File: src/rtl/raster_job_sequencer.sv
// Render-job sequencer: on each new-frame indication it clears the selected
// back buffer to the background colour, starts the rasterizer, and holds
// raster-in-progress high until the rasterizer reports completion.
module raster_job_sequencer #(
   parameter int unsigned         H_RES       = 160,
   parameter int unsigned         V_RES       = 120,
   parameter int unsigned         PIXEL_W     = 8,
   parameter logic [PIXEL_W-1:0]  CLEAR_COLOR = '0,
   localparam int unsigned        ADDR_W      = $clog2(H_RES * V_RES)
) (
   input  logic               i_clk,
   input  logic               i_arst_n,
   input  logic               i_new_frame,
   input  logic               i_rasterization_target,
   input  logic               i_clear_enable,
   output logic               o_raster_in_progress,
   output logic               o_target_buffer,
   output logic               o_wr_valid,
   input  logic               i_wr_ready,
   output logic [ADDR_W-1:0]  o_wr_addr,
   output logic [PIXEL_W-1:0] o_wr_data,
   output logic               o_raster_start,
   input  logic               i_raster_done,
   output logic [15:0]        o_frames_done
);

   localparam int unsigned       PIXELS    = H_RES * V_RES;
   localparam logic [ADDR_W-1:0] LAST_ADDR = ADDR_W'(PIXELS - 1);

   typedef enum logic [3:0] {
      IDLE      = 4'b0001,
      CLEAR     = 4'b0010,
      START     = 4'b0100,
      WAIT_DONE = 4'b1000
   } state_t;

   state_t state;
   logic   armed;

   // Clear data never varies; the address alone identifies each write.
   assign o_wr_data = CLEAR_COLOR;

   // Job FSM with registered outputs; armed blocks re-triggering on a held new-frame level.
   always_ff @(posedge i_clk or negedge i_arst_n) begin
      if (!i_arst_n) begin
         state                <= IDLE;
         armed                <= 1'b1;
         o_raster_in_progress <= 1'b0;
         o_target_buffer      <= 1'b0;
         o_wr_valid           <= 1'b0;
         o_wr_addr            <= '0;
         o_raster_start       <= 1'b0;
         o_frames_done        <= '0;
      end else begin
         // A low new-frame level re-arms in every state.
         if (!i_new_frame) begin
            armed <= 1'b1;
         end

         unique case (state)
            IDLE: begin
               if (i_new_frame && armed) begin
                  o_target_buffer      <= i_rasterization_target;
                  armed                <= 1'b0;
                  o_raster_in_progress <= 1'b1;
                  if (i_clear_enable) begin
                     o_wr_valid <= 1'b1;
                     o_wr_addr  <= '0;
                     state      <= CLEAR;
                  end else begin
                     o_raster_start <= 1'b1;
                     state          <= START;
                  end
               end
            end

            CLEAR: begin
               // Address advances only on an accepted write, so stalls hold it.
               if (o_wr_valid && i_wr_ready) begin
                  if (o_wr_addr == LAST_ADDR) begin
                     o_wr_valid     <= 1'b0;
                     o_wr_addr      <= '0;
                     o_raster_start <= 1'b1;
                     state          <= START;
                  end else begin
                     o_wr_addr <= o_wr_addr + ADDR_W'(1);
                  end
               end
            end

            START: begin
               // Start pulse lasts exactly this one cycle; done is not looked at here.
               o_raster_start <= 1'b0;
               state          <= WAIT_DONE;
            end

            WAIT_DONE: begin
               if (i_raster_done) begin
                  o_raster_in_progress <= 1'b0;
                  o_frames_done        <= o_frames_done + 16'd1;
                  state                <= IDLE;
               end
            end

            default: begin
               o_raster_in_progress <= 1'b0;
               o_wr_valid           <= 1'b0;
               o_wr_addr            <= '0;
               o_raster_start       <= 1'b0;
               state                <= IDLE;
            end
         endcase
      end
   end

endmodule

File: config.mk
export PLATFORM = sky130hd
export DESIGN_NAME = raster_job_sequencer
export DESIGN_NICKNAME = d
export VERILOG_FILES = /design/src/rtl/raster_job_sequencer.sv
export SDC_FILE = /design/constraint.sdc
export NUM_CORES = 1
export LEC_CHECK = 0
export ABC_AREA = 1
export CAP_MARGIN = 20
export CORE_MARGIN = 10
export CORE_UTILIZATION = 45
export CTS_CLUSTER_SIZE = 20
export DETAILED_ROUTE_END_ITERATION = 8
export PLACE_DENSITY = 0.72
export SLEW_MARGIN = 20
export SYNTH_ARGS = -nofsm -noshare
export SYNTH_HDL_FRONTEND = slang
export SYNTH_SLANG_ARGS = --single-unit
File: constraint.sdc
create_clock -name i_clk -period 1.6 [get_ports i_clk]
set_input_delay 0.32 -clock i_clk [delete_from_list [all_inputs] [get_ports i_clk]]
set_output_delay 0.32 -clock i_clk [all_outputs]
set_load 0.005 [all_outputs]
# ---- Word level (Yosys, flattened, before mapping)
# Cells that the tools add are included.
dict set report totals {
  register_bits 40
  word_cells 62
}
dict set report op_classes {
  addsub 2
  eq_ne 11
  mux 27
  bitwise_logic 3
  reduce_logical 11
}
# operator n
set ops {}
lappend ops {{two-way mux 15 bit} 4}
lappend ops {{one-hot mux 15 bit (3 select lines)} 1}
lappend ops {{adder 16 x 1 -> 16 bit, second input constant} 1}
lappend ops {{two-way mux 4 bit} 4}
lappend ops {{one-hot mux 4 bit (4 select lines)} 1}
lappend ops {{adder 15 x 1 -> 15 bit, second input constant} 1}
lappend ops {{equality test 15 bit, second input constant} 1}
lappend ops {{two-way mux 1 bit} 13}
lappend ops {{!= test 2 bit, second input constant} 6}
lappend ops {{AND reduction 5 bit} 2}
lappend ops {{one-hot mux 1 bit (3 select lines)} 3}
lappend ops {{AND reduction 4 bit} 2}
lappend ops {{equality test 4 x 1 -> 1 bit, second input constant} 1}
lappend ops {{equality test 4 x 2 -> 1 bit, second input constant} 1}
lappend ops {{equality test 4 x 3 -> 1 bit, second input constant} 1}
lappend ops {{equality test 4 bit, second input constant} 1}
lappend ops {{AND reduction 2 bit} 2}
lappend ops {{OR reduction 2 bit} 2}
lappend ops {{two-way mux 3 bit} 1}
lappend ops {{NOT 1 bit} 3}
lappend ops {{AND reduction 3 bit} 1}
lappend ops {{logical AND 1 bit} 2}

# ---- Logic depth before layout (Yosys ltp)
dict set report depth {
  depth_word 4
  depth_mapped 10
  depth_no_buf 10
}

# ---- Worst setup path before layout
# Ideal clock, no wire load.
dict set report synth_timing {
  path_kind {register -> register}
  startpoint {register o_wr_addr[0]}
  endpoint {register o_wr_addr[9]}
  setup_ps 113
  t_arrival_ps 1318
  slack_ps 169
  path_stages_with_launch 11
  cell_sequence {dfrtp_1 -> ha_1 -> nand3_2 -> inv_1 -> nand2_1 -> nor2_4 -> nor2_1 -> nand2_1 -> nand2_1 -> nand2_1 -> inv_1}
}
dict set report synth_via {
  elab_chain_cells 4
  word_cells_on_any_way 5
  classes_between {add/sub: 1; eq/ne: 1; mux: 3}
}
# item line
set synth_rtl {}
lappend synth_rtl {{from (decl)} 20} ;# output logic [ADDR_W-1:0] o_wr_addr,
lappend synth_rtl {{from (signal assigned)} 86} ;# o_wr_addr <= o_wr_addr + ADDR_W'(1);
lappend synth_rtl {{adder 15 x 1 -> 15 bit / equality test 15 bit (equally long branches)} {86, 80}}
lappend synth_rtl {{two-way mux 15 bit *} 80} ;# if (o_wr_addr == LAST_ADDR) begin
lappend synth_rtl {{two-way mux 15 bit *} 79} ;# if (o_wr_valid && i_wr_ready) begin
lappend synth_rtl {{one-hot mux 15 bit (3 select lines) *} 60} ;# unique case (state)
# Every way passes the cells marked *; elsewhere a longest branch is shown, timed or not. The select of a mux whose other input is x is not followed.
# A chain may end at the register's enable or synchronous reset.

# ---- Worst setup path after layout
dict set report layout_timing {
  startpoint {register o_wr_addr[4]}
  endpoint {output port o_wr_addr[4]}
}
# No word-level cell between the ends.

==> impl_metrics.tcl <==
set metrics [dict create \
    finalMaxSlewViolations 0 \
    io_buffers 41 \
    p_sw_frac 0.387 \
    place.gp.congestion 0.860 \
    grt_max_degree 41 \
    clkPwrFrac 0.234 \
    grt_antenna_before_repair 0 \
    syn2layout_area_growth_pct 41.2 \
    multi_input_area_sq_mm 0.00125 \
    rsz0062_at_grt "yes" \
    clockBufferDepth 2 \
    pwr-share-seq 0.335 \
    crit_buf_inv 1 \
    ys_seq_elements 40 \
    ys_seq_area_frac 0.422 \
    ys_types 33 \
    io-pin-count 50 \
    dieArea_sq_mm 0.00859 \
    cts_made_buffers 5 \
    path_delay_family "buffers and inverters" \
    cts_root_buf "clkbuf_8" \
    start_kind "flop" \
    viasPerCell 4.91 \
    routed_wl_um 6020 \
    ys.flop_type "dfrtp_1" \
    leakagePower_nw 1.66 \
    antenna_cells 0 \
    clk_pin_slew_ns 0.08 \
    setup_viol 0 \
    fin_crit_ns 1.57 \
    die_w_um 92.7 \
    syn_area_sq_mm 0.00238 \
    rows 26 \
    grt_overflow 0 \
    dp_hpwl_um 4200 \
    cts.htree.levels 2 \
    fmaxAchievable_ghz 0.636 \
    ir_drop_uv 1250 \
    p_int_mw 2.36 \
    regArea_sq_mm 0.00101 \
    instances_no_fill 460 \
    whs_ns 0.500 \
    pwr-share-comb 0.431 \
    critical_path_class "flop to output port" \
    drc 0 \
    min_path_type "flop to flop" \
    netlist_instances 296 \
    pre_cts_slack_ns -0.176 \
    path_cells "clkdlybuf4s50_1" \
    synth.avg_cell_area_sq_um 8.03 \
    cp.required_ns 1.28 \
    ff2ff_path_depth 7 \
    start_util 0.465 \
    reg2reg_from "state[0]" \
    critPathSlowestCell "clkdlybuf4s50_1" \
    path_depth 1 \
    synth_warnings 0 \
    track_usage 0.133 \
    nets 398 \
    cts_tree "built" \
    period_share 0.982 \
    status "finished, final reports clean" \
    slowest_delay_ns 0.52 \
    end_kind "output port" \
    p_switching_mw 1.49 \
    hold_viol 0 \
    drtIter0Drc 170 \
    firstDrtPassIters 4 \
    critPathMaxFanout 5 \
    fin_skew_ns 0.00708 \
    dpl.cell_count 421 \
    critPathArrivalTime_ns 1.25 \
    setup_slack_ns 0.0284 \
    whs_path_depth 1 \
    synth_edf_count 0 \
    first_global_vias 2062 \
    clock_sinks 40 \
    maxCapViolations 0 \
    clk_latency_ns 0.30 \
    cp-startpoint "o_wr_addr[4]" \
    layout-drive-gt1-share 0.267 \
    grt_pass1_wl_um 9560 \
    fill_cells 447 \
    core_area_sq_mm 0.00511 \
    async_flop_share 1.00 \
    p_per_area_mw_per_mm2 1150 \
    wl_per_cell_um 13.1 \
    hold_path_startpoint "o_raster_in_progress" \
    dieHeight_um 92.7 \
    vias 2258 \
    ant_nets 0 \
    finalSetupTns_ns 0 \
]
[layout make-up]
type	count	share of cell area
Multi-Input combinational cell	228	0.373
Sequential cell	40	0.302
Timing Repair Buffer	89	0.233
Inverter	25	0.0302
Tap cell	70	0.0261
Clock buffer	6	0.0246
Clock inverter	2	0.0116
[routing by layer]
metal | track usage | part of all wire
met1 | 0.157 | 0.44
met2 | 0.222 | 0.49
met3 | 0.0436 | 0.053
met4 | 0.0450 | 0.013
met5 | 0 | 0
[cell usage after synthesis (all sizes together) (4+ instances only)]
| cell type | number | area, sq um |
|---|---|---|
| xnor2 | 4 | 35.0 |
| nand4 | 7 | 58.8 |
| nand2 | 89 | 359 |
| nor3 | 5 | 25.0 |
| inv | 25 | 98.9 |
| xor2 | 11 | 104 |
| dfrtp | 38 | 951 |
| buf | 11 | 98.8 |
| nand3 | 36 | 200 |
| o21ai | 17 | 104 |
| nor2 | 42 | 220 |
[logic make-up after synthesis]
kind of cell             Yosys count  synth area share
XOR/XNOR                          15            0.0585
AO/OA/AOI/OAI                     21            0.0553
AND/OR/NAND/NOR                  181             0.369
flip-flops                        40             0.422
adder cells (fa/ha/maj)            2            0.0105
other                              1           0.00158
buffers and inverters             36            0.0832
[final timing paths]
path	endpoint	slack (ns)
max in group asynchronous	state[0]	0.82
setup reg to reg	o_wr_addr[8]	0.08
hold reg to reg	o_raster_in_progress	0.50
min in group asynchronous	o_wr_addr[5]	0.51
hold / removal	o_raster_in_progress	0.50
setup / recovery	o_wr_addr[4]	0.03
[flip-flops by register name (all words and copies together), names as in the netlist]
register              cells
o_frames_done            16
state                     4
o_raster_start            1
o_wr_valid                1
armed                     1
o_target_buffer           1
o_raster_in_progress      1
o_wr_addr                15
[power groups by stage]
stage | clock network (mW) | logic, mW | registers (mW)
after floorplan | 0 | 1.07 | 1.31
after global placement | 0 | 1.50 | 1.30
after detailed placement | 0 | 1.52 | 1.30
after CTS | 0.907 | 1.52 | 1.28
after global routing | 0.950 | 1.84 | 1.30
final | 0.898 | 1.66 | 1.29
[layout by cell type, fill, tap and decap left out, types with 5 or more instances in the layout]
master,n
xor2_1,10
nor2_1,31
dfrtp_1,30
o21ai_0,7
buf_4,46
nand4_1,6
nor3_1,5
clkdlybuf4s50_1,34
inv_1,21
nand2_2,6
nor2_4,6
nand3_1,31
nand2_1,81
dfrtp_2,8
clkbuf_8,6
conb_1,8
o21ai_1,5
o21ai_2,5
[metrics by stage]
step,power (mW),util,instance area [sq um]
3_5_place_dp,2.82,0.576,2940
2_1_floorplan,2.37,-,2400
3_3_place_gp,2.80,0.576,2940
6_report,3.84,0.657,3350
4_1_cts,3.71,0.610,3120
5_1_grt,4.10,0.657,3350
[timing repair]
action / in CTS / in global routing
setup endpoints to repair: 15 / 36
pin swaps: 0 / 3
gates cloned: 0 / 1
hold endpoints to repair: 38 / 0
buffers inserted: 5 / 24
hold buffers: 1 / 0
resized for setup: 11 / 15
(Power assumes the default switching activity.)
